## config.mk

```make
export PLATFORM = sky130hd
export DESIGN_NAME = bin2bcd_seq
export DESIGN_NICKNAME = d
export VERILOG_FILES = /design/src/rtl/bin2bcd_seq.sv
export SDC_FILE = /design/constraint.sdc
export NUM_CORES = 1
export LEC_CHECK = 0
export ABC_AREA = 1
export BUFFER_PORTS_ARGS = -buffer_cell sky130_fd_sc_hd__buf_2
export CAP_MARGIN = 5
export CORE_AREA = 5 5 80 82
export CTS_BUF_LIST = sky130_fd_sc_hd__clkbuf_4
export DETAILED_ROUTE_END_ITERATION = 16
export DIE_AREA = 0 0 85 87
export PLACE_DENSITY = 0.53
export SETUP_SLACK_MARGIN = 0.05
export SLEW_MARGIN = 20
export SYNTH_ARGS = -nofsm -noshare
export SYNTH_HDL_FRONTEND = slang
export SYNTH_SLANG_ARGS = --single-unit
```

## constraint.sdc

```tcl
create_clock -name clk -period 1.8 [get_ports clk]
set_clock_uncertainty 0.2 [all_clocks]
set_input_delay 0.18 -clock clk [delete_from_list [all_inputs] [get_ports clk]]
set_output_delay 0.18 -clock clk [all_outputs]
set_load 0.03 [all_outputs]
```

## src/rtl/bin2bcd_seq.sv

```systemverilog
// bin2bcd_seq: iterative double-dabble converter, one shift per clock,
// result held in registered BCD digits until the next conversion completes.
module bin2bcd_seq #(
    parameter int IN_W = 8
) (
    input  logic            clk,
    input  logic            reset,
    input  logic            start,
    input  logic [IN_W-1:0] bin_in,
    output logic            busy,
    output logic            done,
    output logic [3:0]      hundred,
    output logic [3:0]      ten,
    output logic [3:0]      one
);
    localparam int CW = $clog2(IN_W + 1);

    typedef enum logic [1:0] {IDLE, SHIFT, DONE} state_t;

    state_t          state_q, state_d;
    logic [IN_W-1:0] bin_q, bin_d;
    logic [11:0]     bcd_q, bcd_d, adj;
    logic [11:0]     dig_q, dig_d;
    logic [CW-1:0]   cnt_q, cnt_d;

    always_comb begin
        for (int k = 0; k < 3; k++)
            adj[4*k +: 4] = (bcd_q[4*k +: 4] >= 4'd5) ? bcd_q[4*k +: 4] + 4'd3 : bcd_q[4*k +: 4];
    end

    always_comb begin
        state_d = state_q;
        bin_d   = bin_q;
        bcd_d   = bcd_q;
        cnt_d   = cnt_q;
        dig_d   = dig_q;
        case (state_q)
            IDLE: if (start) begin
                state_d = SHIFT;
                bin_d   = bin_in;
                bcd_d   = '0;
                cnt_d   = CW'(IN_W);
            end
            SHIFT: begin
                bcd_d = {adj[10:0], bin_q[IN_W-1]};
                bin_d = bin_q << 1;
                cnt_d = cnt_q - CW'(1);
                // digits load only on the final shift so the display never sees partials
                if (cnt_q == CW'(1)) begin
                    state_d = DONE;
                    dig_d   = bcd_d;
                end
            end
            default: state_d = IDLE;
        endcase
    end

    always_ff @(posedge clk) begin
        if (reset) begin
            state_q <= IDLE;
            bin_q   <= '0;
            bcd_q   <= '0;
            cnt_q   <= '0;
            dig_q   <= '0;
        end else begin
            state_q <= state_d;
            bin_q   <= bin_d;
            bcd_q   <= bcd_d;
            cnt_q   <= cnt_d;
            dig_q   <= dig_d;
        end
    end

    assign busy = state_q != IDLE;
    assign done = state_q == DONE;
    assign {hundred, ten, one} = dig_q;
endmodule

```

# Word level (Yosys, flattened, before mapping)
# Cells that the tools add are included.
dict set report totals {
  register_bits 38
  input_bits 11
  out_inout_bits 14
  word_cells 35
}
dict set report op_classes {
  addsub 4
  n_lt_le_gt_ge 3
  n_eq_ne 5
  n_mux 12
  n_reduce_logical 6
}
# operator count
set ops {}
lappend ops {{12-bit one-hot mux with 2 select lines} 1}
lappend ops {{8-bit one-hot mux with 2 select lines} 1}
lappend ops {{4-bit by 3-bit >= comparator with 1-bit output, second input constant} 3}
lappend ops {{12-bit two-way mux} 1}
lappend ops {{4-bit two-way mux} 3}
lappend ops {{4-bit by 2-bit adder with 4-bit output, second input constant} 2}
lappend ops {{8-bit two-way mux} 1}
lappend ops {{4-bit one-hot mux with 2 select lines} 1}
lappend ops {{2-bit AND reduction} 3}
lappend ops {{4-bit by 1-bit == test with 1-bit output, second input constant} 1}
lappend ops {{2-bit two-way mux} 2}
lappend ops {{2-bit inequality test, second input constant} 2}
lappend ops {{2-bit one-hot mux with 2 select lines} 1}
lappend ops {{2-bit nonzero test} 2}
lappend ops {{4-bit by 1-bit subtractor with 4-bit output, second input constant} 1}
lappend ops {{3-bit by 2-bit adder with 3-bit output, second input constant} 1}
lappend ops {{3-bit two-way mux} 1}
lappend ops {{2-bit by 1-bit == test with 1-bit output, second input constant} 1}
lappend ops {{2-bit == test, second input constant} 1}
lappend ops {{2-bit logical NOT} 1}

# Longest topological paths before layout
dict set report depth {
  ltp_word 3
  depth_mapped 10
  depth_no_buf 10
}

# Worst setup path before layout
# Ideal clock, no wire load.
dict set report synth_path {
  path_type {register to register}
  from {register bcd_q[4]}
  to {register dig_q[6]}
  setup_time_ns 0.109
  t_arrival_ns 1.120
  required_ns 1.491
  setup_slack_ns 0.371
  path_stages_with_launch 11
  path_buffers 0
  period_less_slack_ns 1.429
  cell_sequence {dfxtp_1 -> inv_1 -> ha_1 -> inv_1 -> nand2_1 -> nand2_1 -> inv_1 -> nand3_1 -> nand3_1 -> nand2_1 -> inv_1}
}
dict set report synth_via {
  elab_chain_len 2
  elab_cells_between_ends 3
  classes_between {1 x add/sub; 1 x order compare; 1 x mux}
}
# item line
set synth_lines {}
lappend synth_lines {{start: declaration} 22} ;# logic [11:0] bcd_q, bcd_d, adj;
lappend synth_lines {{start signal: assignment} 62} ;# bcd_q <= '0;
lappend synth_lines {{start signal: assignment} 68} ;# bcd_q <= bcd_d;
lappend synth_lines {{4-bit by 2-bit adder with 4-bit output or 4-bit by 3-bit >= comparator with 1-bit output (tied branches)} 28} ;# adj[4*k +: 4] = (bcd_q[4*k +: 4] >= 4'd5) ? bcd_q[4*k +: 4] + 4'd3 : bcd_q[4*k +: 4];
lappend synth_lines {{4-bit two-way mux (*)} 28}
lappend synth_lines {{end signal: assignment} 70} ;# dig_q <= dig_d;
lappend synth_lines {{end: declaration} 23} ;# logic [11:0] dig_q, dig_d;
# Mark *: on every way between the ends. The rest lies on a longest branch, timed or not.
# A chain may end at the register's enable or synchronous reset.

# Worst setup path after layout
dict set report layout_path {
  from {register cnt_q[1]}
  to {register dig_q[6]}
}
dict set report layout_via {
  elab_chain_len 2
}
# item line
set layout_lines {}
lappend layout_lines {{start: declaration} 24} ;# logic [CW-1:0] cnt_q, cnt_d;
lappend layout_lines {{start signal: assignment} 69} ;# cnt_q <= cnt_d;
lappend layout_lines {{4-bit by 1-bit == test with 1-bit output} 49} ;# if (cnt_q == CW'(1)) begin
lappend layout_lines {{2-bit AND reduction (no line)} --}
# Every way passes these cells.

==> reports/results.ini <==
[yosys]
yosysSeqAreaShare_pct=39.97
postSynthNetCount=288
post_synth_instance_area_um2=1903
async_flop_share_pct=0
synth_cells=269
ys_top_cells_by_area=dfxtp_1, nand2_1, inv_1, nand3_1, ha_1
synth_top_cell_area_share_pct=39.97
post_synth_num_cell_types=21
synthDominantAreaCellType=dfxtp_1
synth.most_common_cell=nand2_1
yosys_warnings=0
synth_commonest_cells=nand2_1, dfxtp_1, inv_1
edff_count_synth=0
synth_area_per_cell_um2=7.075
synth-main-ff-cell=dfxtp_1
count_of_state_elements_after_synthesis=38

[global_route]
largest_net_degree_at_the_start_of_global_routing=16
number_of_global_route_vias_before_repair=1645
global_route_wire_length_before_repair_um=7665
globalRoute.totalOverflow=0
initial_antenna_violation_count=0
groute.usage.overall_pct=12.92

[sta]
fin_hold_ws_ns=0.005052
timing_worst_slew_pin_value_ns=0.5373
report.final.hold_viol_count=0
post-route-worst-setup-slack_ns=0.2039
maxSlewHeadroom_pct=63.94
finalSetupViolCount=0
layout_worst_path_cycle_share_pct=88.67
maxClockFrequency_mhz=626.5
finalSetupTns_ns=0
timing.final.crit_period_ns=1.596
grt_setup_unrepaired=false
drv_slew=0

[setup_path]
cp_data_required_time_ns=1.84
crit_path_cell_trace=inv_1 > ha_1 > nand2_1 > nor2_4 > buf_4 > nand3_1 > nand2_1 > inv_1
cp-start-kind=flip-flop
critPathArrivalTime_ns=1.63
critical_path.max_stage_delay_ns=0.31
critPathCaptureType=flip-flop
crit_path_max_fanout=8
cpMaxStageDelayCell=dfxtp_1
timing_worst_setup_path_type=reg -> reg

[clock_tree]
clock_latency_ns=0.34
clockBufferDepth=2
htree_num_levels=2
numCtsBuffers=5
clock_net_sink_count=38
tritoncts_clock_tree=built
clk_transition_reported_paths_ns=0.12
clock-root-buffer=clkbuf_4

[drt]
route.layer.met1.wl_um=2105
met3_length_um=218
wl_um=4423
route.vias.total=1717
drt-wirelength-per-cell_um=11.58
drt_iter0_drc=71
ant_nets=0
drt-pass1-iter-count=4
routed-wl-met2_um=2061
post-route-drc-count=0
route.detailed.vias_per_inst=4.495
max_used_layer=met4

[die]
floorplan.core_area_um2=5675
initial_utilization_pct=33.53
die_w_um=85
num_io_pins=25
die_area_um2=7395
floorplan.rows=28
dieHeight_um=87

[place]
post-place-cells=365
gp_congestion=0.8005
placement.setup.worst_slack_ns=0.2032
io_buf_count=24
place_hpwl_um=3112

[job]
drv_cap=0

[final_layout]
layout-drive-gt1-share_pct=17.59
non_filler_instances=382
nFillCells=638
seqCellArea_um2=762.0
areaGrowthSynthToFinish_pct=17.29
multi_input_area_um2=938.4
nNetsFinal=327
antenna-diode-count=0

[status]
status=complete, no violations

[power_and_ir_drop]
ir_drop_mv=0.3631
power.leakage_uw=0.001094
pwr_density_cell_nw_per_um2=735.3
total_power_uw=1641

[min_path]
hold_path.class=in -> reg

[cells by family after synthesis]
group	count (synthesis)	synth area share (%)
AND/OR/NAND/NOR	141	31.49
flip-flops	38	39.97
buffers and inverters	46	10.98
AO/OA/AOI/OAI	36	12.29
adder cells (fa/ha/maj)	8	5.260
[cell type report]
| class | instances | area share (%) |
|---|---|---|
| flip-flops and latches | 38 | 34.14 |
| clock buffers | 5 | 1.682 |
| multi-input cells | 185 | 42.04 |
| repair buffers | 37 | 10.76 |
| well taps | 75 | 4.204 |
| clock inverters | 1 | 0.1682 |
| inverters | 41 | 7.007 |
[path summary, 6_finish.rpt]
kind	startpoint	endpoint	slack [ns]	cells after the start
worst max-delay path	cnt_q[1]	dig_q[6]	0.20	8
worst min-delay path	reset	cnt_q[3]	0.005	2
worst max register to register	cnt_q[1]	dig_q[6]	0.20	8
worst min register to register	bin_q[0]	bin_q[0]	0.26	2
[power breakdown]
group	internal [µW]	switching [µW]	leakage [µW]	total, µW
clock network	134	272	0.0000246	406
registers	889	29.1	0.000309	918
logic	110	207	0.000761	317
total	1130	508	0.00109	1640
[cell usage in the layout (no fill, tap or decap)]
cell type,count
dlygate4sd3_1,9
nand2_4,2
a31oi_1,7
a21oi_1,8
buf_2,24
dfxtp_2,1
o21ai_2,8
dfxtp_1,37
o21ai_1,9
o21ai_0,2
clkbuf_4,5
nand4_1,2
nor2_4,3
inv_2,3
o22ai_2,1
a22oi_2,1
nor2_1,17
inv_4,1
inv_1,37
buf_4,4
clkinv_1,1
nand2_2,1
nand2_1,92
nand3_1,24
ha_1,8
[flip-flops by register name, summed over array words and instances (netlist names)]
signal and count:
bcd_q 12, dig_q 12, bin_q 8, cnt_q 4
state_q 2
[timing repair]
item | 4_1_cts | 5_1_grt
setup buffers | 0 | 2
endpoints found under the setup margin | 0 | 3
hold endpoints to repair | 9 | 0
resized for setup | 0 | 2
hold buffers | 9 | 0
[stage by stage]
| stage | utilization [%] | instance area (µm²) |
|---|---|---|
| 6_report | 39.33 | 2232 |
| 5_1_grt | 39.33 | 2232 |
| 4_1_cts | 38.96 | 2211 |
| 3_5_place_dp | 36.64 | 2079 |
| 3_3_place_gp | 36.64 | 2079 |
| 2_1_floorplan | - | 1903 |
[critical path, delay by kind of cell (launching register included)]
kind / cells / cell delay [ns]
DFF: 1 / 0.31
adders and majority gates: 1 / 0.16
buffers and inverters: 3 / 0.34
and+or+nand+nor: 4 / 0.49
[metal layers]
metal,vias up,GRT usage (%)
met2,32,20.97
li1,925,-
met5,-,0
met4,0,4.748
met3,4,3.122
met1,756,16.66
No activity file was read; power rests on OpenSTA's default activity.
